**config.mk**
```make
export PLATFORM = sky130hd
export DESIGN_NAME = adder_bist
export DESIGN_NICKNAME = d
export VERILOG_FILES = /design/src/rtl/cejmu_pkg.sv /design/src/rtl/adder_bist_lfsr_gen.sv /design/src/rtl/adder_bist.sv
export SDC_FILE = /design/constraint.sdc
export NUM_CORES = 1
export LEC_CHECK = 0
export CORE_ASPECT_RATIO = 1.4
export CORE_MARGIN = 5
export CORE_UTILIZATION = 52
export CTS_CLUSTER_SIZE = 12
export DETAILED_ROUTE_END_ITERATION = 10
export PLACE_DENSITY = 0.89
export SYNTH_ARGS = -nofsm -noshare
export SYNTH_HDL_FRONTEND = slang
export SYNTH_SLANG_ARGS = --single-unit
```
**constraint.sdc**
```tcl
create_clock -name clk -period 4 [get_ports clk]
set_clock_uncertainty 0.1 [all_clocks]
set_input_delay 0.8 -clock clk [delete_from_list [all_inputs] [get_ports clk]]
set_output_delay 0.8 -clock clk [all_outputs]
set_load 0.02 [all_outputs]
```
**src/rtl/cejmu_pkg.sv**
```systemverilog
// Shared types and constants for the adder self-test engine.
// Imported by the BIST top and its LFSR operand generators.
package cejmu_pkg;

  typedef enum logic [2:0] {
    IDLE,
    LOAD,
    APPLY,
    CHECK,
    REPORT
  } bist_state_t;

  localparam logic [7:0] BIST_HDR       = 8'hA5;
  localparam int         BIST_RPT_BYTES = 8;
  localparam int         BIST_CNT_W     = 16;

endpackage

```
**src/rtl/adder_bist_lfsr_gen.sv**
```systemverilog
// Galois LFSR operand generator for the adder BIST.
// Reloads the seed on load; load has priority over step.
module lfsr_gen #(
  parameter int               WIDTH = 24,
  parameter logic [WIDTH-1:0] POLY  = 24'hE10000,
  parameter logic [WIDTH-1:0] SEED  = 24'h5A5A5A
) (
  input  logic             clk,
  input  logic             rst_n,
  input  logic             load,
  input  logic             step,
  output logic [WIDTH-1:0] q
);

  logic [WIDTH-1:0] q_q;
  logic [WIDTH-1:0] q_d;

  always_comb begin
    q_d = q_q;
    unique case (1'b1)
      load: q_d = SEED;
      step: q_d = q_q[0] ? ((q_q >> 1) ^ POLY)
                         : (q_q >> 1);
      default: q_d = q_q;
    endcase
  end

  always_ff @(posedge clk) begin
    if (!rst_n) q_q <= SEED;
    else        q_q <= q_d;
  end

  assign q = q_q;

endmodule

```
**src/rtl/adder_bist.sv**
```systemverilog
// Self-test engine for the CLA/RCA adder pair: drives operands,
// checks both sums against a golden add, streams an 8-byte report.
module adder_bist
  import cejmu_pkg::*;
#(
  parameter int               WIDTH       = 24,
  parameter int               NUM_VECTORS = 256,
  parameter logic [WIDTH-1:0] SEED_A      = 24'h5A5A5A,
  parameter logic [WIDTH-1:0] SEED_B      = 24'hC3A51F,
  parameter logic [WIDTH-1:0] POLY        = 24'hE10000
) (
  input  logic           clk,
  input  logic           rst_n,
  input  logic           start,
  output logic [WIDTH-1:0] a_o,
  output logic [WIDTH-1:0] b_o,
  input  logic [WIDTH:0] cla_z_i,
  input  logic [WIDTH:0] rca_z_i,
  input  logic           byte_rd,
  output logic [7:0]     data_o,
  output logic           busy,
  output logic           done,
  output logic           pass
);

  localparam int CW = BIST_CNT_W;
  localparam logic [CW-1:0] LAST =
    CW'(NUM_VECTORS - 1);
  localparam logic [CW-1:0] CMAX = '1;

  bist_state_t state_q, state_d;
  logic [CW-1:0] idx_q, idx_d;
  logic [CW-1:0] cla_err_q, cla_err_d;
  logic [CW-1:0] rca_err_q, rca_err_d;
  logic [CW-1:0] ff_q, ff_d;
  logic [2:0]    ptr_q, ptr_d;
  logic [WIDTH-1:0] a_q, a_d;
  logic [WIDTH-1:0] b_q, b_d;

  logic lfsr_load;
  logic lfsr_step;
  logic [WIDTH-1:0] lfsr_a;
  logic [WIDTH-1:0] lfsr_b;
  logic [WIDTH:0]   gold;
  logic cla_bad;
  logic rca_bad;
  logic [7:0] rpt;

  lfsr_gen #(
    .WIDTH (WIDTH),
    .POLY  (POLY),
    .SEED  (SEED_A)
  ) u_lfsr_a (
    .clk   (clk),
    .rst_n (rst_n),
    .load  (lfsr_load),
    .step  (lfsr_step),
    .q     (lfsr_a)
  );

  lfsr_gen #(
    .WIDTH (WIDTH),
    .POLY  (POLY),
    .SEED  (SEED_B)
  ) u_lfsr_b (
    .clk   (clk),
    .rst_n (rst_n),
    .load  (lfsr_load),
    .step  (lfsr_step),
    .q     (lfsr_b)
  );

  assign gold    = {1'b0, a_q} + {1'b0, b_q};
  assign cla_bad = (cla_z_i != gold);
  assign rca_bad = (rca_z_i != gold);

  always_comb begin
    state_d   = state_q;
    idx_d     = idx_q;
    cla_err_d = cla_err_q;
    rca_err_d = rca_err_q;
    ff_d      = ff_q;
    ptr_d     = ptr_q;
    a_d       = a_q;
    b_d       = b_q;
    lfsr_load = 1'b0;
    lfsr_step = 1'b0;
    unique case (state_q)
      IDLE: begin
        if (start) state_d = LOAD;
      end
      LOAD: begin
        lfsr_load = 1'b1;
        idx_d     = '0;
        cla_err_d = '0;
        rca_err_d = '0;
        ff_d      = '1;
        state_d   = APPLY;
      end
      APPLY: begin
        unique case (1'b1)
          (idx_q == '0): begin
            a_d = '1;
            b_d = WIDTH'(1);
          end
          (idx_q == CW'(1)): begin
            a_d = '1;
            b_d = '1;
          end
          default: begin
            a_d       = lfsr_a;
            b_d       = lfsr_b;
            lfsr_step = 1'b1;
          end
        endcase
        state_d = CHECK;
      end
      CHECK: begin
        if (cla_bad && cla_err_q != CMAX)
          cla_err_d = cla_err_q + 1'b1;
        if (rca_bad && rca_err_q != CMAX)
          rca_err_d = rca_err_q + 1'b1;
        // first_fail is write-once; idx never reaches 16'hFFFF
        if ((cla_bad || rca_bad) && ff_q == CMAX)
          ff_d = idx_q;
        if (idx_q == LAST) begin
          state_d = REPORT;
          ptr_d   = '0;
          a_d     = '0;
          b_d     = '0;
        end else begin
          idx_d   = idx_q + 1'b1;
          state_d = APPLY;
        end
      end
      REPORT: begin
        if (start) begin
          state_d = LOAD;
          ptr_d   = '0;
        end else if (byte_rd) begin
          ptr_d = ptr_q + 1'b1;
        end
      end
      default: state_d = IDLE;
    endcase
  end

  always_ff @(posedge clk) begin
    if (!rst_n) begin
      state_q   <= IDLE;
      idx_q     <= '0;
      cla_err_q <= '0;
      rca_err_q <= '0;
      ff_q      <= '0;
      ptr_q     <= '0;
      a_q       <= '0;
      b_q       <= '0;
    end else begin
      state_q   <= state_d;
      idx_q     <= idx_d;
      cla_err_q <= cla_err_d;
      rca_err_q <= rca_err_d;
      ff_q      <= ff_d;
      ptr_q     <= ptr_d;
      a_q       <= a_d;
      b_q       <= b_d;
    end
  end

  assign busy = (state_q == LOAD) ||
                (state_q == APPLY) ||
                (state_q == CHECK);
  assign done = (state_q == REPORT);
  assign pass = done &&
                (cla_err_q == '0) &&
                (rca_err_q == '0);

  always_comb begin
    rpt = 8'h00;
    unique case (ptr_q)
      3'd0: rpt = BIST_HDR;
      3'd1: rpt = cla_err_q[7:0];
      3'd2: rpt = cla_err_q[15:8];
      3'd3: rpt = rca_err_q[7:0];
      3'd4: rpt = rca_err_q[15:8];
      3'd5: rpt = ff_q[7:0];
      3'd6: rpt = ff_q[15:8];
      3'd7: rpt = {pass,
                   cla_err_q == '0,
                   rca_err_q == '0,
                   5'b0};
      default: rpt = 8'h00;
    endcase
  end

  assign data_o = done ? rpt : 8'h00;
  assign a_o    = a_q;
  assign b_o    = b_q;

endmodule

```
==> metrics.txt <==
# TYPE chip_impl_metric gauge
chip_impl_metric{name="fin_setup_tns",unit="ns"} -0.323
chip_impl_metric{name="drive_above_1_share",unit="%"} 18.7
chip_impl_metric{name="grt_max_degree",unit=""} 125
chip_impl_metric{name="finalHoldWorstSlack",unit="ns"} 0.372
chip_impl_metric{name="die_area",unit="um^2"} 23400
chip_impl_metric{name="ff2ff_setup_slack",unit="ns"} -0.06
chip_impl_metric{name="filler_cell_count",unit=""} 1547
chip_impl_info{name="synth_area_leaders",value="sky130_fd_sc_hd__dfxtp_1 (31%), sky130_fd_sc_hd__nand2_1 (4.7%), sky130_fd_sc_hd__ha_1 (4.4%)"} 1
chip_impl_info{name="timing_endpoint_of_the_critical_path",value="ff_q[13]"} 1
chip_impl_info{name="tritoncts_clock_tree",value="done"} 1
chip_impl_metric{name="r2r_cells",unit=""} 16
chip_impl_metric{name="h-tree-depth",unit=""} 4
chip_impl_info{name="violations",value="setup timing"} 1
chip_impl_metric{name="critical_path_cell_count",unit=""} 16
chip_impl_info{name="worstHoldPathType",value="reg2reg"} 1
chip_impl_info{name="critical_path.top_delay_family",value="simple AND/OR/NAND/NOR gates"} 1
chip_impl_metric{name="drt-vias-per-instance",unit=""} 6.44
chip_impl_metric{name="post_cts_hold_buffer_count",unit=""} 0
chip_impl_metric{name="post-layout-total-power",unit="mW"} 4.20
chip_impl_metric{name="floorplan.die.height",unit="um"} 179
chip_impl_metric{name="grtUsageTotal",unit="%"} 32.4
chip_impl_metric{name="number_of_global_route_vias_before_repair",unit=""} 11500
chip_impl_metric{name="insertedDiodeCount",unit=""} 0
chip_impl_metric{name="detail_route.first_pass.iterations",unit=""} 9
chip_impl_info{name="reg2reg_from",value="b_o[0]"} 1
chip_impl_metric{name="io-pin-count",unit=""} 113
chip_impl_metric{name="synth_seq_area_share",unit="%"} 31.3
chip_impl_metric{name="number_of_pins_with_negative_max_slew_slack_in_the_final_report",unit=""} 0
chip_impl_info{name="ys_dominant_reg_cell",value="sky130_fd_sc_hd__dfxtp_1"} 1
chip_impl_metric{name="area_of_the_multi_input_gates",unit="um^2"} 7070
chip_impl_metric{name="timing.critical_path.arrival",unit="ns"} 4.33
chip_impl_metric{name="clkSlewWorstSetupHoldPaths",unit="ns"} 0.08
chip_impl_metric{name="max-clock-path-buffers",unit=""} 2
chip_impl_metric{name="finalNetCount",unit=""} 1648
chip_impl_info{name="yosysTopAreaCell",value="sky130_fd_sc_hd__dfxtp_1"} 1
chip_impl_metric{name="post-route-period-util",unit="%"} 102
chip_impl_metric{name="cp.required",unit="ns"} 4.27
chip_impl_metric{name="final_cell_area",unit="um^2"} 13900
chip_impl_metric{name="drc",unit=""} 0
chip_impl_metric{name="postSynthNetCount",unit=""} 1437
chip_impl_metric{name="routabilityCongestion",unit=""} 0.986
chip_impl_metric{name="synthesis.yosys.warnings",unit=""} 0
chip_impl_metric{name="final_cells",unit=""} 1825
chip_impl_metric{name="routedWlPerCell",unit="um"} 21.1
chip_impl_metric{name="detailroute.via_count",unit=""} 11800
chip_impl_metric{name="max-slew-margin-rel",unit="%"} 24.8
chip_impl_metric{name="clock_sinks",unit=""} 166
chip_impl_metric{name="area_growth",unit="%"} 30.8
chip_impl_metric{name="buffer_ports.inserted",unit=""} 112
chip_impl_metric{name="ir_drop",unit="V"} 0.000346
chip_impl_metric{name="synth_top_cell_area_share",unit="%"} 31.3
chip_impl_metric{name="synth_cell_types",unit=""} 91
chip_impl_metric{name="longest_individual_stage_delay_on_the_worst_path",unit="ns"} 0.45
chip_impl_info{name="post-synth-top-count-cell",value="sky130_fd_sc_hd__dfxtp_1"} 1
chip_impl_metric{name="syn-mean-instance-area",unit="um^2"} 7.90
chip_impl_info{name="cts_root_buf",value="sky130_fd_sc_hd__clkbuf_16"} 1
chip_impl_metric{name="postLayoutSetupSlackWorst",unit="ns"} -0.0638
chip_impl_metric{name="dpl-instance-area",unit="um^2"} 12900
chip_impl_metric{name="remaining_antenna_violation_count",unit=""} 0
chip_impl_metric{name="final-seq-area",unit="um^2"} 3330
chip_impl_metric{name="coreArea",unit="um^2"} 20300
chip_impl_metric{name="hpwlAfterDp",unit="um"} 28400
chip_impl_metric{name="ys_ff_latch",unit=""} 166
chip_impl_metric{name="maxClockFrequency",unit="MHz"} 246
chip_impl_metric{name="synth-edff-count",unit=""} 0
chip_impl_metric{name="place.detailed.instances",unit=""} 1782
chip_impl_info{name="outcome",value="finished with violations"} 1
chip_impl_metric{name="initial_antenna_violation_count",unit=""} 0
chip_impl_info{name="cpMostUsedCell",value="sky130_fd_sc_hd__buf_12"} 1
chip_impl_metric{name="grt_pass1_wl",unit="um"} 59700
chip_impl_metric{name="synth-async-reset-ratio",unit="%"} 0
chip_impl_info{name="critical_register_to_register_path_endpoint",value="ff_q[13]"} 1
chip_impl_info{name="cp-startpoint",value="b_o[0]"} 1
chip_impl_metric{name="pwr_density_cell",unit="nW/um^2"} 302
chip_impl_metric{name="die_w",unit="um"} 131
chip_impl_metric{name="final-hold-violation-count",unit=""} 0
chip_impl_metric{name="period_minus_slack",unit="ns"} 4.06
chip_impl_metric{name="cp.buffers_inverters",unit=""} 4
chip_impl_metric{name="cp_max_fo",unit=""} 8
chip_impl_metric{name="leakage",unit="nW"} 5.27
chip_impl_info{name="netlist_top_cells_count",value="sky130_fd_sc_hd__dfxtp_1 (166), sky130_fd_sc_hd__nand2_1 (132), sky130_fd_sc_hd__nor2_1 (109), sky130_fd_sc_hd__a21oi_1 (91), sky130_fd_sc_hd__nand3_1 (82)"} 1
chip_impl_metric{name="synthesis.area",unit="um^2"} 10600
chip_impl_metric{name="wirelength",unit="um"} 38500
chip_impl_metric{name="finalSetupViolCount",unit=""} 15
chip_impl_metric{name="drv.max_cap_violation_count",unit=""} 0
chip_impl_metric{name="cts-buffers-inserted",unit=""} 17
chip_impl_metric{name="clock_insertion_delay_worst_skew",unit="ns"} 0.43
chip_impl_info{name="grt_setup_unrepaired",value="yes"} 1
chip_impl_info{name="crit_path_end_kind",value="flip-flop"} 1
chip_impl_info{name="cell_with_the_biggest_individual_delay_on_the_critical_path",value="sky130_fd_sc_hd__or4_4"} 1
chip_impl_info{name="cp_cell_sequence",value="ha_4 > inv_2 > fa_2 > nor2b_4 > o311a_4 > buf_6 > nor2_4 > or3_1 > a211oi_2 > nand4_1 > or4_1 > or4_4 > o311ai_4 > buf_12 > buf_12 > o221a_4"} 1
chip_impl_metric{name="drt_iter0_drc",unit=""} 1297
chip_impl_info{name="worst_setup_path_start_kind",value="flip-flop"} 1
chip_impl_metric{name="row_count",unit=""} 62
chip_impl_metric{name="syn_inst",unit=""} 1345
chip_impl_metric{name="grt.overflow.total",unit=""} 0
chip_impl_metric{name="floorplan.initialDensity",unit="%"} 52.3
chip_impl_metric{name="worstMarginPinSlew",unit="ns"} 1.13
chip_impl_info{name="timing_worst_setup_path_type",value="reg2reg"} 1
-- tightest hold or removal path, cell delays in order (launching register included) --
cell	delay (ns)
sky130_fd_sc_hd__dfxtp_1	0.32
sky130_fd_sc_hd__nand2_1	0.05
sky130_fd_sc_hd__a21oi_1	0.05
-- layer usage --
layer	part of all wire [%]	global-route usage [%]	wire [um]	up-vias
met5	0	0	0	-
met4	7.4	20.1	2830	0
met3	6.4	5.28	2470	188
met2	51	59.2	19700	643
met1	35	34.1	13500	5531
li1	-	-	-	5400
-- cell type report --
cell class	count	area share [%]
flip-flops and latches	166	24.0
clock buffers	17	3.06
clock inverters	15	1.41
repair buffers	281	17.6
inverters	29	0.783
well taps	256	2.30
multi-input cells	1061	50.9
-- placed cells by master (no fill, tap or decap), types with 7 or more instances in the layout --
cell type	synthesis	layout
sky130_fd_sc_hd__o221a_2	14	13
sky130_fd_sc_hd__nand3_1	82	82
sky130_fd_sc_hd__buf_4	1	163
sky130_fd_sc_hd__o21ai_0	80	80
sky130_fd_sc_hd__mux2i_1	8	8
sky130_fd_sc_hd__dfxtp_1	166	161
sky130_fd_sc_hd__inv_1	29	28
sky130_fd_sc_hd__clkbuf_16	0	17
sky130_fd_sc_hd__ha_1	37	34
sky130_fd_sc_hd__o211ai_1	24	24
sky130_fd_sc_hd__nor3_1	62	59
sky130_fd_sc_hd__xnor3_1	7	7
sky130_fd_sc_hd__a31oi_1	13	13
sky130_fd_sc_hd__and3_1	10	10
sky130_fd_sc_hd__xor2_1	35	32
sky130_fd_sc_hd__clkdlybuf4s50_1	0	111
sky130_fd_sc_hd__or4_1	8	8
sky130_fd_sc_hd__a21oi_2	2	7
sky130_fd_sc_hd__or3_1	11	11
sky130_fd_sc_hd__o21a_1	13	13
sky130_fd_sc_hd__a22oi_1	7	7
sky130_fd_sc_hd__xnor2_1	32	30
sky130_fd_sc_hd__and2_1	12	11
sky130_fd_sc_hd__o31ai_1	24	24
sky130_fd_sc_hd__nor4_1	17	15
sky130_fd_sc_hd__a21o_1	15	15
sky130_fd_sc_hd__a211oi_1	7	7
sky130_fd_sc_hd__nand4_1	33	33
sky130_fd_sc_hd__nor2_1	109	107
sky130_fd_sc_hd__a21boi_0	25	25
sky130_fd_sc_hd__nor2b_1	16	15
sky130_fd_sc_hd__nor3b_1	15	15
sky130_fd_sc_hd__a21oi_1	91	86
sky130_fd_sc_hd__nand2_1	132	130
-- cells by family after synthesis --
kind of cell	Yosys count	synth area share [%]
xor gates and xnor gates	74	7.00
buffers and inverters	118	4.57
muxes	14	1.39
AOI/OAI and AO/OA	389	25.4
and+or+nand+nor	546	25.8
DFF	166	31.3
adders and majority gates	38	4.54
-- registers in the layout, summed over array words and instances, names as in the netlist --
signal,flops
u_lfsr_a.q,24
a_o,24
u_lfsr_b.q,24
rca_err_q,16
ff_q,16
cla_err_q,16
state_q,3
ptr_q,3
b_o,24
idx_q,16
-- worst min-delay path by stage --
stage                               from             end  slack, ns  cells after the start
final                     u_lfsr_b.q[20]  u_lfsr_b.q[19]       0.37                      2
after global routing      u_lfsr_a.q[15]  u_lfsr_a.q[15]       0.39                      2
after CTS                 u_lfsr_a.q[10]  u_lfsr_a.q[10]       0.37                      2
after detailed placement   u_lfsr_b.q[7]   u_lfsr_b.q[6]       0.36                      2
after global placement    u_lfsr_b.q[20]  u_lfsr_b.q[19]       0.35                      2
after floorplan           u_lfsr_b.q[12]  u_lfsr_b.q[11]       0.34                      2
-- repair_timing --
| action | 4_1_cts | 5_1_grt |
|---|---|---|
| cloned | 1 | 0 |
| pin swaps | 2 | 11 |
| resized for setup | 27 | 28 |
| endpoints found under the setup margin | 48 | 46 |
| setup buffers | 5 | 5 |
-- power breakdown --
part / internal (mW) / switching (mW)
logic: 0.347 / 0.404
clock network: 0.911 / 0.800
registers: 1.69 / 0.0442
total: 2.95 / 1.25
-- per-stage QoR --
| stage | setup slack (ns) | utilization [%] |
|---|---|---|
| global route | -0.146 | 68.4 |
| global placement | -0.285 | 63.5 |
| floorplan | 0.134 | - |
| finish | -0.0638 | 68.4 |
| detailed placement | -0.325 | 63.5 |
| CTS | 0.00601 | 67.6 |
Note: power is estimated with default switching activity, not from simulation.
